## config.mk

```make
export PLATFORM = sky130hd
export DESIGN_NAME = lsu_ctrl
export DESIGN_NICKNAME = d
export VERILOG_FILES = /design/src/rtl/lsu_ctrl.sv
export SDC_FILE = /design/constraint.sdc
export NUM_CORES = 1
export LEC_CHECK = 0
export CORE_UTILIZATION = 40
export CTS_CLUSTER_SIZE = 10
export DETAILED_ROUTE_END_ITERATION = 7
export DONT_BUFFER_PORTS = 1
export PLACE_DENSITY = 0.6
export SLEW_MARGIN = 20
export SYNTH_ARGS = -nofsm -noshare
export SYNTH_HDL_FRONTEND = slang
export SYNTH_SLANG_ARGS = --single-unit
```

## constraint.sdc

```tcl
create_clock -name i_CLK -period 3.7 [get_ports i_CLK]
set_input_delay 0.74 -clock i_CLK [delete_from_list [all_inputs] [get_ports i_CLK]]
set_output_delay 0.74 -clock i_CLK [all_outputs]
set_load 0.02 [all_outputs]
```

## src/rtl/lsu_ctrl.sv

```systemverilog
// Load/store unit between the core and the shared bus: one outstanding request,
// chip-select decode, REQ/GNT handshake, lane alignment, load extension, faults.
// Optional bus-timeout fault (code 3) when LSU_TIMEOUT_EN is defined.
module lsu_ctrl #(
  parameter int N_CE    = 8,
  parameter int SEL_LSB = 24,
  parameter int TIMEOUT = 255
) (
  input  logic            i_CLK,
  input  logic            i_RST_N,
  input  logic [31:0]     i_WDATA,
  input  logic [31:0]     i_ADDR,
  input  logic            i_WE,
  input  logic            i_RE,
  input  logic [1:0]      i_HB,
  input  logic            i_UNS,
  output logic [31:0]     o_RDATA,
  output logic            o_BUSY,
  output logic            o_DONE,
  output logic            o_FAULT,
  output logic [1:0]      o_FAULT_CODE,
  input  logic [31:0]     i_BUS_RDATA,
  output logic [31:0]     o_BUS_WDATA,
  output logic [31:0]     o_BUS_ADDR,
  output logic            o_BUS_WE,
  output logic [1:0]      o_BUS_HB,
  output logic [3:0]      o_BUS_BE,
  output logic [N_CE-1:0] o_BUS_CE,
  output logic            o_BUS_REQ,
  input  logic            i_BUS_GNT
);

  localparam int SW = 32 - SEL_LSB;
  localparam logic [1:0] F_MISAL = 2'd0;
  localparam logic [1:0] F_UNMAP = 2'd1;
  localparam logic [1:0] F_ILL   = 2'd2;

  typedef enum logic [1:0] {IDLE, REQ, RDWAIT, DONE} state_t;

  typedef struct packed {
    logic       ld;
    logic       uns;
    logic [1:0] lo;
  } req_t;

  state_t state;
  req_t   rq;

  logic [SW-1:0] sel;
  logic          bad_op, misal, unmap, any_fault;
  logic [1:0]    fcode;
  logic [31:0]   st_wdata;
  logic [3:0]    st_be;
  logic [7:0]    ld_b;
  logic [15:0]   ld_h;
  logic [31:0]   ld_ext;

  assign sel    = i_ADDR[31:SEL_LSB];
  assign o_BUSY = (state != IDLE);

  // Accept-time decode; fault priority is illegal > misaligned > unmapped.
  always_comb begin
    bad_op    = (i_RE & i_WE) | (i_HB == 2'b11);
    misal     = ((i_HB == 2'b01) & i_ADDR[0]) | ((i_HB == 2'b10) & (i_ADDR[1:0] != 2'b00));
    unmap     = 32'(sel) >= 32'(N_CE);
    any_fault = bad_op | misal | unmap;
    if (bad_op)     fcode = F_ILL;
    else if (misal) fcode = F_MISAL;
    else            fcode = F_UNMAP;
    case (i_HB)
      2'b00:   begin st_wdata = {4{i_WDATA[7:0]}};  st_be = 4'b0001 << i_ADDR[1:0]; end
      2'b01:   begin st_wdata = {2{i_WDATA[15:0]}}; st_be = i_ADDR[1] ? 4'b1100 : 4'b0011; end
      default: begin st_wdata = i_WDATA;            st_be = 4'b1111; end
    endcase
  end

  // Load lane extraction from the data returned in RDWAIT.
  always_comb begin
    ld_b = i_BUS_RDATA[{rq.lo, 3'b000} +: 8];
    ld_h = rq.lo[1] ? i_BUS_RDATA[31:16] : i_BUS_RDATA[15:0];
    case (o_BUS_HB)
      2'b00:   ld_ext = rq.uns ? {24'b0, ld_b} : {{24{ld_b[7]}}, ld_b};
      2'b01:   ld_ext = rq.uns ? {16'b0, ld_h} : {{16{ld_h[15]}}, ld_h};
      default: ld_ext = i_BUS_RDATA;
    endcase
  end

`ifdef LSU_TIMEOUT_EN
  localparam int         TW    = (TIMEOUT < 2) ? 1 : $clog2(TIMEOUT + 1);
  localparam logic [1:0] F_TMO = 2'd3;
  logic [TW-1:0] to_cnt;
`endif

  always_ff @(posedge i_CLK or negedge i_RST_N) begin
    if (!i_RST_N) begin
      state        <= IDLE;
      rq           <= '0;
      o_RDATA      <= '0;
      o_DONE       <= 1'b0;
      o_FAULT      <= 1'b0;
      o_FAULT_CODE <= '0;
      o_BUS_WDATA  <= '0;
      o_BUS_ADDR   <= '0;
      o_BUS_WE     <= 1'b0;
      o_BUS_HB     <= '0;
      o_BUS_BE     <= '0;
      o_BUS_CE     <= '0;
      o_BUS_REQ    <= 1'b0;
`ifdef LSU_TIMEOUT_EN
      to_cnt       <= '0;
`endif
    end else begin
      o_DONE <= 1'b0;
      case (state)
        IDLE: if (i_RE | i_WE) begin
          rq <= '{ld: i_RE, uns: i_UNS, lo: i_ADDR[1:0]};
          if (any_fault) begin
            o_DONE       <= 1'b1;
            o_FAULT      <= 1'b1;
            o_FAULT_CODE <= fcode;
            state        <= DONE;
          end else begin
            o_BUS_REQ   <= 1'b1;
            o_BUS_CE    <= N_CE'(1) << sel;
            o_BUS_WE    <= i_WE;
            o_BUS_HB    <= i_HB;
            o_BUS_BE    <= st_be;
            o_BUS_WDATA <= st_wdata;
            o_BUS_ADDR  <= {{SW{1'b0}}, i_ADDR[SEL_LSB-1:0]};
`ifdef LSU_TIMEOUT_EN
            to_cnt      <= '0;
`endif
            state       <= REQ;
          end
        end
        REQ: begin
          if (i_BUS_GNT) begin
            o_BUS_REQ <= 1'b0;
            o_BUS_CE  <= '0;
            o_BUS_WE  <= 1'b0;
            if (rq.ld) begin
              state <= RDWAIT;
            end else begin
              o_DONE <= 1'b1;
              state  <= DONE;
            end
          end
`ifdef LSU_TIMEOUT_EN
          // Grant wins over expiry because it is tested first.
          else if (to_cnt == TW'(TIMEOUT - 1)) begin
            o_BUS_REQ    <= 1'b0;
            o_BUS_CE     <= '0;
            o_BUS_WE     <= 1'b0;
            o_DONE       <= 1'b1;
            o_FAULT      <= 1'b1;
            o_FAULT_CODE <= F_TMO;
            state        <= DONE;
          end else begin
            to_cnt <= to_cnt + 1'b1;
          end
`endif
        end
        RDWAIT: begin
          o_RDATA <= ld_ext;
          o_DONE  <= 1'b1;
          state   <= DONE;
        end
        DONE: begin
          o_FAULT      <= 1'b0;
          o_FAULT_CODE <= '0;
          state        <= IDLE;
        end
        default: state <= IDLE;
      endcase
    end
  end

endmodule

```

* Word-level counts from Yosys, hierarchy flattened
Cells that the tools add are included.
W data, S select, Z words.
** Storage, ports and cells
- Flip-flop bits (word level) :: 114
- Input port bits :: 104
- Logic and storage cells :: 87
** Cells by class
- $lt $le $gt $ge :: 1
- Equal/unequal tests :: 11
- Shift operators :: 3
- Multiplexer cells :: 36
- Bitwise operators :: 9
- Reduce and logical (&&, ||, !) cells :: 12
** Operators with widths (count)
- $pmux W32 S2 :: 2
- $mux W32 :: 2
- $shiftx A32 B6 Y8 :: 1
- $mux W8 :: 3
- $mux W16 :: 1
- $pmux W8 S2 :: 1
- $mux W1 :: 13
- $mux W2 :: 6
- $eq A2 B2 Y1 const B :: 4
- $ge A8 B4 Y1 const B :: 1
- $ne A2 B2 Y1 const B :: 4
- $pmux W2 S4 :: 1
- $pmux W4 S2 :: 1
- $reduce_bool A2 Y1 :: 4
- $shl A1 B8 Y8 const A :: 1
- $eq A2 B1 Y1 const B :: 3
- $logic_not A2 Y1 :: 3
- $pmux W1 S2 :: 3
- $reduce_and A3 Y1 :: 2
- $or A1 B1 Y1 :: 5
- $mux W4 :: 1
- $pmux W2 S2 :: 1
- $reduce_and A2 Y1 :: 2
- $reduce_and A4 Y1 :: 1
- other kinds (4) :: 6

* Longest topological paths before layout
Gate-level depths: netlist of run 1.
- Word-level depth :: 8
- Depth in mapped cells :: 9
- Gate-level depth less buffers :: 7

* Worst setup path before layout of run 1
Ideal clock, no wire load.
- Path type :: input-to-reg
- From :: input port i_HB[0]
- To :: register o_BUS_WDATA[11]
- Setup time :: 133 ps
- Arrival :: 1795 ps
- Data required time :: 3567 ps
- Setup slack :: 1772 ps
- Stages :: 8
- Path buffers :: 3
- Cell sequence :: buf_2 nor3_1 o21a_1 nand3_1 buf_2 buf_2 nand2_1 o21ai_0
** Between the ends
- Cells in the longest elaborated chain, start to end :: 7
- Elaborated cells on any way between the ends :: 13
- Those cells by class :: eq/ne: 3; mux: 1; bitwise: 7; reduce/logical: 2
** RTL lines
- start, declared :: RTL line 15 : input logic [1:0] i_HB,
- $eq A2 B1 Y1 / $eq A2 B2 Y1 (equally long branches) :: RTL line 64, 70
- $and A1 B1 Y1 :: RTL line 64 : misal = ((i_HB == 2'b01) & i_ADDR[0]) | ((i_HB == 2'b10) & (i_ADDR[1:0] != 2'b00));
- $or A1 B1 Y1 :: RTL line 64
- $or A1 B1 Y1 (2 in series) :: RTL line 66 : any_fault = bad_op | misal | unmap;
- $not A1 Y1 (no line)
- $reduce_and A3 Y1 (no line)
- end signal, assigned :: RTL line 128 : o_BUS_WDATA <= st_wdata;
- end, declared :: RTL line 23 : output logic [31:0] o_BUS_WDATA,
Parallel ways exist; a longest one is shown, timed or not.
A chain may end at the register's enable or synchronous reset.

* Worst setup path after layout of run 1
- From :: register state[0]
- To :: register o_BUS_CE[0]
** Between the ends
- Cells in the longest elaborated chain, start to end :: 3
- Elaborated cells on any way between the ends :: 8
- Those cells by class :: eq/ne: 4; mux: 1; reduce/logical: 3
** RTL lines
- start, declared :: RTL line 46 : state_t state;
- start signal, assigned :: RTL line 96 : state <= IDLE;
- start signal, assigned :: RTL line 121 : state <= DONE;
- start signal, assigned :: RTL line 133 : state <= REQ;
- $eq A2 B1 Y1 / $logic_not A2 Y1 (equally long branches) :: RTL line 114 : case (state)
- $ne A2 B2 Y1 (no line) / $reduce_bool A2 Y1 (equally long branches)
- $reduce_and A4 Y1 (no line)
- end signal, assigned :: RTL line 124 : o_BUS_CE <= N_CE'(1) << sel;
- end, declared :: RTL line 28 : output logic [N_CE-1:0] o_BUS_CE,
Parallel ways exist; a longest one is shown, timed or not.

==> results of run 1 <==
-- worst max-delay path, delay by kind of cell (launching register included) --
family | cells | cell delay (ns)
compound gates | 1 | 0.16
fa+ha+maj | 1 | 0.45
buf+inv | 3 | 0.73
flops | 1 | 0.41
simple gates | 3 | 0.89
-- per-layer routing --
metal,track usage,vias to the layer above,share of wire
li1,-,1963,-
met1,0.251,1974,0.41
met2,0.327,203,0.48
met3,0.0901,27,0.093
met4,0.0929,0,0.023
met5,0,-,0
-- where the power goes --
part / leakage [nW] / total (mW) / switching [mW] / internal, mW
registers: 1.49 / 2.22 / 0.647 / 1.57
logic: 1.18 / 0.968 / 0.587 / 0.381
clock network: 0.269 / 1.50 / 0.544 / 0.954
-- area by class of cell --
type                       instances  area [sq um]  share of cell area
sequential                       114          2850               0.471
multi-input combinational        419          2270               0.375
clock buffer                      27           523              0.0864
tap                              172           215              0.0356
timing repair buffer              12           130              0.0215
inverter                          10          37.5             0.00620
clock inverter                     4          22.5             0.00372
-- layout by cell type (no fill, tap or decap), drive strengths merged, types with 2 or more instances in the layout --
master,count
nor2b,3
o21bai,2
clkbuf,27
ha,4
a222oi,7
a21oi,38
conb,8
nor3,4
dlygate4sd3,8
nand2,161
o221ai,7
dfrtp,114
and3,17
mux2,7
buf,4
inv,9
or3,3
and2,3
mux2i,25
nand2b,4
o211ai,3
nand3b,9
o21ai,45
a31oi,3
clkinv,4
nor2,37
nand3,11
o311ai,3
-- kinds of logic after synthesis --
group           count (synthesis)  share of synthesized area
other cells                     1                   0.000703
simple gates                  257                      0.210
buf+inv                        51                     0.0464
mux                            33                     0.0666
compound gates                117                      0.132
fa+ha+maj                       4                    0.00938
flops                         114                      0.535
-- registers in the layout, summed over array words and instances (netlist names) --
register      cells
o_BUS_WDATA      32
o_RDATA          32
o_BUS_ADDR       24
o_BUS_CE          8
o_BUS_BE          4
rq                4
o_BUS_HB          2
o_FAULT_CODE      2
state             2
o_BUS_REQ         1
o_BUS_WE          1
o_DONE            1
o_FAULT           1
-- worst max-delay path by stage --
stage | startpoint | endpoint | slack [ns] | cells after the start
2_1_floorplan | i_HB[0] | o_BUS_WDATA[11] | 1.77 | 8
3_3_place_gp | state[0] | o_BUS_CE[0] | 1.09 | 8
3_5_place_dp | state[1] | o_BUS_CE[1] | 0.95 | 8
4_1_cts | state[1] | o_BUS_CE[0] | 0.92 | 8
5_1_grt | state[0] | o_BUS_CE[0] | 0.71 | 8
6_report | state[0] | o_BUS_CE[0] | 0.96 | 8
==> summary.md, run 1 <==
| Metric | Value |
|---|---|
| Status | complete, no violations |
| Antenna violations before repair | 0 |
| Final Cycle Share | 0.741 |
| Syn Inst Count | 577 |
| Pwr/cell area | 774 nW/um^2 |
| VDD IR-drop max | 286 uV |
| Wirelength per Cell | 19.4 microns |
| Synth top area share | 0.535 |
| Initial Util | 0.416 |
| Layout Cells excl Fill | 758 |
| Crit start category | register |
| CP Data Required Time | 4.04 ns |
| Detailed Routing Iterations Pass 1 | 5 |
| Final WS setup | 0.960 ns |
| Placer Congestion | 0.850 |
| Least-Margin Pin Slew | 1.10 ns |
| Reg2reg start | state[0] |
| CP Max Fanout | 85 |
| Dominant cell type by area after synthesis | dfrtp_1 |
| Reg2reg setup slack | 0.96 ns |
| Die area | 13800 sq um |
| Critical path's largest stage delay | 0.46 ns |
| Ys async rst share | 1.00 |
| Fin area | 6050 sq um |
| Most used cell, CP | inv_1 |
| Setup slack at placement | 0.951 ns |
| HP Class | primary input to async pin |
| Hold WS | 0.206 ns |
| Clock Tree Buf Depth | 2 |
| Worst R2R Path Depth | 8 |
| Grt ovf | 0 |
| # diodes | 0 |
| Max Clock Freq | 365 MHz |
| Count of cell types in the netlist | 48 |
| CTS root buffer | clkbuf_16 |
| Crit path kind | register to register |
| Placed Cells incl. Taps | 718 |
| Max-Cap Viols | 0 |
| Htree depth | 4 |
| Via count | 4167 |
| Clock sink count | 114 |
| Largest net degree at the start of global routing | 115 |
| Seq/Total Area, Yosys | 0.535 |
| Final core occ | 0.472 |
| Final setup viols | 0 |
| DRC Markers | 0 |
| Row cnt | 41 |
| Clk slew on worst S/H paths | 0.05 ns |
| First-pass GRT wire length | 22500 microns |
| 1st-iter DRT viols | 327 |
| Fillers | 1263 |
| Ratio of cells with drive above 1 in the final layout | 0.0734 |
| Post-CTS resize count | 0 |
| Post-synth top cells | nand2_1, dfrtp_1, o21ai_0 |
| Most frequent cell after synthesis | nand2_1 |
| Synthesized area per cell | 9.24 sq um |
| RSZ-0062 raised after global routing | no |
| Critical-path cell list | inv_1 -> ha_1 -> inv_1 -> nor2_2 -> nand3_2 -> buf_4 -> or3_1 -> o21ai_1 |
| Slew Viols, Final | 0 |
| Crit path time final | 2.74 ns |
| Final Hold Viols | 0 |
| Top_reg_cell synth | dfrtp_1 |
| Critical R2R Capture | o_BUS_CE[0] |
| I/O pins | 221 |
| Synthesized area | 5330 sq um |
| Nets | 682 |
| Dpl cell area | 5400 sq um |
| Final TNS setup | 0 ns |
| Crit. End Element | register |
| Critical Path AT | 3.08 ns |
| DIE WIDTH | 117 microns |
| Slowest CP cell | or3_1 |
| Inserted Clock Buffers | 17 |
| Synthesized flop and latch total | 114 |
| Skew final | 0.0115 ns |
| I/O Buffers | 0 |
| Synth top area cells | dfrtp_1, nand2_1, mux2i_1 |
| DP Wirelength | 9620 microns |
| Final wirelength | 14700 microns |
| Vias per cell | 5.50 |
| Antenna Nets Post-Route | 0 |
| Rel. slew slack | 0.269 |
| Synth Warn # | 0 |
| Area growth syn-to-layout | 13.5% |
| Clk_lat worst skew | 0.42 ns |
| GRT Resource Usage Total | 0.210 |
| Vias in the first global route | 4127 |
| Final Power | 4.68 mW |
| Setup Buffers After CTS | 0 |
| CTS tree | built |
| Leakage | 2.94 nW |
| Core footprint | 12800 sq um |
| Number of flops mapped to enable cells by yosys | 0 |
| Hold_buf cts | 0 |
| DIE HEIGHT | 117 microns |
No activity file was read; power rests on OpenSTA's default activity.
==> inputs of run 2 (changes only) <==
--- a/config.mk
+++ b/config.mk
@@ -9,7 +9,7 @@
 export CTS_CLUSTER_SIZE = 10
 export DETAILED_ROUTE_END_ITERATION = 7
 export DONT_BUFFER_PORTS = 1
-export PLACE_DENSITY = 0.6
+export PLACE_DENSITY = 0.62
 export SLEW_MARGIN = 20
 export SYNTH_ARGS = -nofsm -noshare
 export SYNTH_HDL_FRONTEND = slang
==> constraint.sdc (replaced) <==
create_clock -name i_CLK -period 2.3 [get_ports i_CLK]
set_input_delay 0.46 -clock i_CLK [delete_from_list [all_inputs] [get_ports i_CLK]]
set_output_delay 0.46 -clock i_CLK [all_outputs]
set_load 0.02 [all_outputs]
==> summary.md, run 2 (synthesis gave the netlist of run 1 again) <==
| Metric | Value |
|---|---|
| CTS tree | built |
| Critical Path AT | 2.32 ns |
| First-pass GRT wire length | 22500 microns |
| Inserted Clock Buffers | 17 |
| Setup Buffers After CTS | 0 |
| Antenna Nets Post-Route | 0 |
| Least-Margin Pin Slew | 0.837 ns |
| I/O pins | 221 |
| # diodes | 0 |
| CP Data Required Time | 2.58 ns |
| Commonest non-fill, non-tap cells in the layout | nand2_1, dfrtp_1, o21ai_0 |
| Ratio of cells with drive above 1 in the final layout | 0.0939 |
| Largest regs | o_BUS_WDATA: 32 flops, o_RDATA: 32 flops, o_BUS_ADDR: 24 flops |
| CTS root buffer | clkbuf_16 |
| Clk slew on worst S/H paths | 0.06 ns |
| Crit path kind | register to register |
| Clock Tree Buf Depth | 2 |
| Pwr/cell area | 1320 nW/um^2 |
| I/O Buffers | 0 |
| VDD IR-drop max | 530 uV |
| DIE WIDTH | 117 microns |
| Vias per cell | 5.48 |
| Largest net degree at the start of global routing | 115 |
| Hold WS | -0.254 ns |
| Initial Util | 0.416 |
| Placer Congestion | 0.870 |
| Area growth syn-to-layout | 15.0% |
| Antenna violations before repair | 0 |
| Max-Cap Viols | 0 |
| RSZ-0062 raised after global routing | no |
| Final TNS setup | 0 ns |
| Max Clock Freq | 491 MHz |
| Leakage | 2.97 nW |
| Detailed Routing Iterations Pass 1 | 5 |
| Final wirelength | 14000 microns |
| Commonest non-fill, non-tap cell in the layout | nand2_1 |
| DP Wirelength | 9760 microns |
| Wirelength per Cell | 18.4 microns |
| 1st-iter DRT viols | 333 |
| DIE HEIGHT | 117 microns |
| Htree depth | 4 |
| Clock sink count | 114 |
| Via count | 4157 |
| Slowest CP cell | dfrtp_1 |
| Final Cycle Share | 0.886 |
| HP Class | primary input to async pin |
| DRC Markers | 0 |
| Crit start category | register |
| Final Power | 8.07 mW |
| Crit path time final | 2.04 ns |
| GRT Resource Usage Total | 0.208 |
| Skew final | 0.00936 ns |
| CP Max Fanout | 13 |
| Crit. End Element | register |
| Buf/Inv on CP | 2 |
| Final setup viols | 0 |
| Post-CTS resize count | 0 |
| Clk_lat worst skew | 0.41 ns |
| Status | finished, violations left |
| Critical-path cell list | inv_1 -> ha_1 -> buf_4 -> a21oi_1 -> nand4_1 -> nand3_1 -> o21ai_0 |
| Critical path's largest stage delay | 0.40 ns |
| Vias in the first global route | 4186 |
| Failing checks | negative hold slack |
| Rel. slew slack | 0.440 |
| Die area | 13800 sq um |
| Core footprint | 12800 sq um |
| Final Hold Viols | 114 |
| Cell family with most CP delay | simple AND/OR/NAND/NOR gates |
| Grt ovf | 0 |
| Row cnt | 41 |
| Nets | 681 |
| Slew Viols, Final | 0 |
[run 2: power breakdown]
group          internal (mW)  switching, mW  total [mW]
Sequential              2.53          0.982        3.51
Combinational          0.659          0.972        1.63
Clock                   1.97          0.953        2.93
Total                   5.16           2.91        8.07
[run 2: worst paths after layout]
kind / depth (start not counted) / slack [ns] / from / endpoint
worst max register to register: 7 / 0.26 / state[0] / o_BUS_CE[3]
max in group asynchronous: 0 / 2.31 / i_RST_N / o_BUS_CE[6]
worst max-delay path: 7 / 0.26 / state[0] / o_BUS_CE[3]
worst min-delay path: 0 / -0.25 / i_RST_N / o_BUS_WE
worst min register to register: 2 / 0.50 / rq[3] / rq[3]
min in group i_CLK: 2 / 0.15 / i_ADDR[2] / o_BUS_ADDR[2]
[run 2: through the flow]
| step | utilization | instance area, sq um | setup WS (ns) | hold slack [ns] | instances |
|---|---|---|---|---|---|
| finish | 0.478 | 6130 | 0.263 | -0.254 | 758 |
| global route | 0.478 | 6130 | 0.103 | -0.276 | 758 |
| CTS | 0.478 | 6130 | 0.305 | -0.280 | 758 |
| detailed placement | 0.427 | 5470 | 0.331 | 0.168 | 726 |
| global placement | 0.427 | 5470 | 0.462 | 0.168 | 726 |
| floorplan | - | 5360 | 0.490 | 0.164 | 584 |
[run 2: layout make-up]
class | instances | area (sq um)
clock buffers | 19 | 453
clock inverters | 13 | 208
fillers | 1208 | 6690
inverters | 10 | 37.5
multi-input cells | 419 | 2270
flip-flops and latches | 114 | 2850
well taps | 172 | 215
repair buffers | 11 | 95.1
[run 2: layer usage]
| metal | vias up | part of all wire | track usage |
|---|---|---|---|
| met3 | 24 | 0.099 | 0.0853 |
| met2 | 171 | 0.47 | 0.325 |
| met4 | 0 | 0.022 | 0.0801 |
| li1 | 1959 | - | - |
| met1 | 2003 | 0.41 | 0.256 |
| met5 | - | 0 | 0 |
==> inputs of run 3 (changes only) <==
--- a/config.mk
+++ b/config.mk
@@ -5,6 +5,8 @@
 export SDC_FILE = /design/constraint.sdc
 export NUM_CORES = 1
 export LEC_CHECK = 0
+export CAP_MARGIN = 30
+export CORE_MARGIN = 10
 export CORE_UTILIZATION = 40
 export CTS_CLUSTER_SIZE = 10
 export DETAILED_ROUTE_END_ITERATION = 7
==> constraint.sdc (replaced) <==
create_clock -name i_CLK -period 2.3 [get_ports i_CLK]
set_input_delay 0.575 -clock i_CLK [delete_from_list [all_inputs] [get_ports i_CLK]]
set_output_delay 0.575 -clock i_CLK [all_outputs]
set_load 0.02 [all_outputs]
==> summary.md, run 3 (synthesis gave the netlist of run 1 again) <==
| Metric | Value |
|---|---|
| Clk slew on worst S/H paths | 0.06 ns |
| DP Wirelength | 11600 microns |
| Final Cycle Share | 0.940 |
| Rel. slew slack | 0.425 |
| Slew Viols, Final | 0 |
| Htree depth | 4 |
| Post-CTS resize count | 0 |
| Worst R2R Path Depth | 7 |
| Reg2reg start | state[0] |
| CP Max Fanout | 10 |
| Final setup viols | 0 |
| Critical path's largest stage delay | 0.41 ns |
| Final TNS setup | 0 ns |
| Commonest non-fill, non-tap cells in the layout | nand2_1, dfrtp_1, o21ai_0 |
| Vias in the first global route | 4304 |
| Failing checks | negative hold slack |
| Setup slack at placement | 0.214 ns |
| I/O Buffers | 0 |
| Nets | 681 |
| Largest regs | o_BUS_WDATA: 32 flops, o_RDATA: 32 flops, o_BUS_ADDR: 24 flops |
| VDD IR-drop max | 496 uV |
| Reg2reg setup slack | 0.24 ns |
| Final wirelength | 15800 microns |
| Ratio of cells with drive above 1 in the final layout | 0.0889 |
| Antenna Nets Post-Route | 0 |
| Critical path endpoint | o_BUSY |
| Hold WS | -0.146 ns |
| Placer Congestion | 0.849 |
| Crit path kind | register to primary output |
| GRT Resource Usage Total | 0.172 |
| Max Clock Freq | 463 MHz |
| Skew final | 0.00659 ns |
| Final Hold Viols | 114 |
| DIE WIDTH | 135 microns |
| I/O pins | 221 |
| First-pass GRT wire length | 24700 microns |
| DRC Markers | 0 |
| Crit start category | register |
| CP Data Required Time | 1.73 ns |
| Crit. End Element | primary output |
| Fillers | 1285 |
| Leakage | 2.97 nW |
| Wirelength per Cell | 20.8 microns |
| 1st-iter DRT viols | 390 |
| Critical Path AT | 1.59 ns |
| CTS tree | built |
| Row cnt | 42 |
| Commonest non-fill, non-tap cell in the layout | nand2_1 |
| # diodes | 0 |
| CTS root buffer | clkbuf_16 |
| Dpl cell area | 5470 sq um |
| DIE HEIGHT | 135 microns |
| Grt ovf | 0 |
| Fin area | 6080 sq um |
| Via count | 4202 |
| RSZ-0062 raised after global routing | no |
| Slowest CP cell | dfrtp_1 |
| Max-Cap Viols | 0 |
| Detailed Routing Iterations Pass 1 | 5 |
| Pwr/cell area | 1300 nW/um^2 |
| Die area | 18400 sq um |
| Clock Tree Buf Depth | 2 |
| Crit path time final | 2.16 ns |
| Largest net degree at the start of global routing | 115 |
| Final WS setup | 0.139 ns |
| Critical-path cell list | inv_1 -> ha_1 -> inv_1 -> buf_4 |
| Status | finished, violations left |
| Vias per cell | 5.52 |
| Setup crit start | state[0] |
| Most used cell, CP | inv_1 |
| Initial Util | 0.406 |
| Clk_lat worst skew | 0.41 ns |
| Antenna violations before repair | 0 |
| Area growth syn-to-layout | 14.1% |
| Clock sink count | 114 |
| HP Class | primary input to async pin |
| Critical R2R Capture | o_BUS_WDATA[21] |
| Inserted Clock Buffers | 17 |
| Least-Margin Pin Slew | 0.860 ns |
| Core footprint | 13100 sq um |
run 3: worst min-delay path by stage:
stage / depth (start not counted) / slack, ns / start / end
final: 0 / -0.15 / i_RST_N / o_BUS_WDATA[16]
after global placement: 0 / 0.29 / i_RST_N / o_BUS_WE
after CTS: 0 / -0.16 / i_RST_N / o_BUS_WDATA[21]
after detailed placement: 0 / 0.29 / i_RST_N / o_BUS_WE
after floorplan: 0 / 0.28 / i_RST_N / o_BUS_ADDR[0]
after global routing: 0 / -0.17 / i_RST_N / o_BUS_WDATA[28]
run 3: power by group:
| part | switching [mW] | internal (mW) | leakage (nW) | total (mW) |
|---|---|---|---|---|
| registers | 1.02 | 2.53 | 1.49 | 3.55 |
| clock network | 0.918 | 1.82 | 0.299 | 2.74 |
| logic | 0.963 | 0.664 | 1.18 | 1.63 |
| total | 2.90 | 5.01 | 2.97 | 7.92 |
run 3: final cells by class:
class | count | area, sq um | share of cell area
timing repair buffer | 11 | 95.1 | 0.0156
inverter | 10 | 37.5 | 0.00617
sequential | 114 | 2850 | 0.469
clock buffer | 20 | 447 | 0.0734
clock inverter | 11 | 161 | 0.0265
multi-input combinational | 419 | 2270 | 0.373
tap | 176 | 220 | 0.0362
run 3: metal layers:
metal  global-route usage  vias up  routed length, microns  share of wire
met5                    0        -                       0              0
met4               0.0586        0                     278          0.018
met2                0.279      191                    7840           0.50
met1                0.189     2033                    5740           0.36
met3               0.0898       22                    1960           0.12
li1                     -     1956                       -              -
run 3: what timing repair did:
action	in CTS	in global routing
buffers inserted	0	1
setup endpoints to repair	0	8
endpoints found under the hold margin	114	114
run 3: through the flow:
stage | util | std cells | hold slack [ns] | total power [mW]
floorplan | - | 584 | 0.279 | 4.70
global placement | 0.416 | 729 | 0.285 | 5.14
detailed placement | 0.416 | 729 | 0.286 | 5.22
CTS | 0.463 | 760 | -0.163 | 8.00
global route | 0.463 | 761 | -0.170 | 8.37
finish | 0.463 | 761 | -0.146 | 7.92
run 3: critical path: cells and delay by family, from the launching register on:
kind | cells | cell delay, ns
adder cells (fa/ha/maj) | 1 | 0.35
flip-flops | 1 | 0.41
buffers and inverters | 3 | 0.41
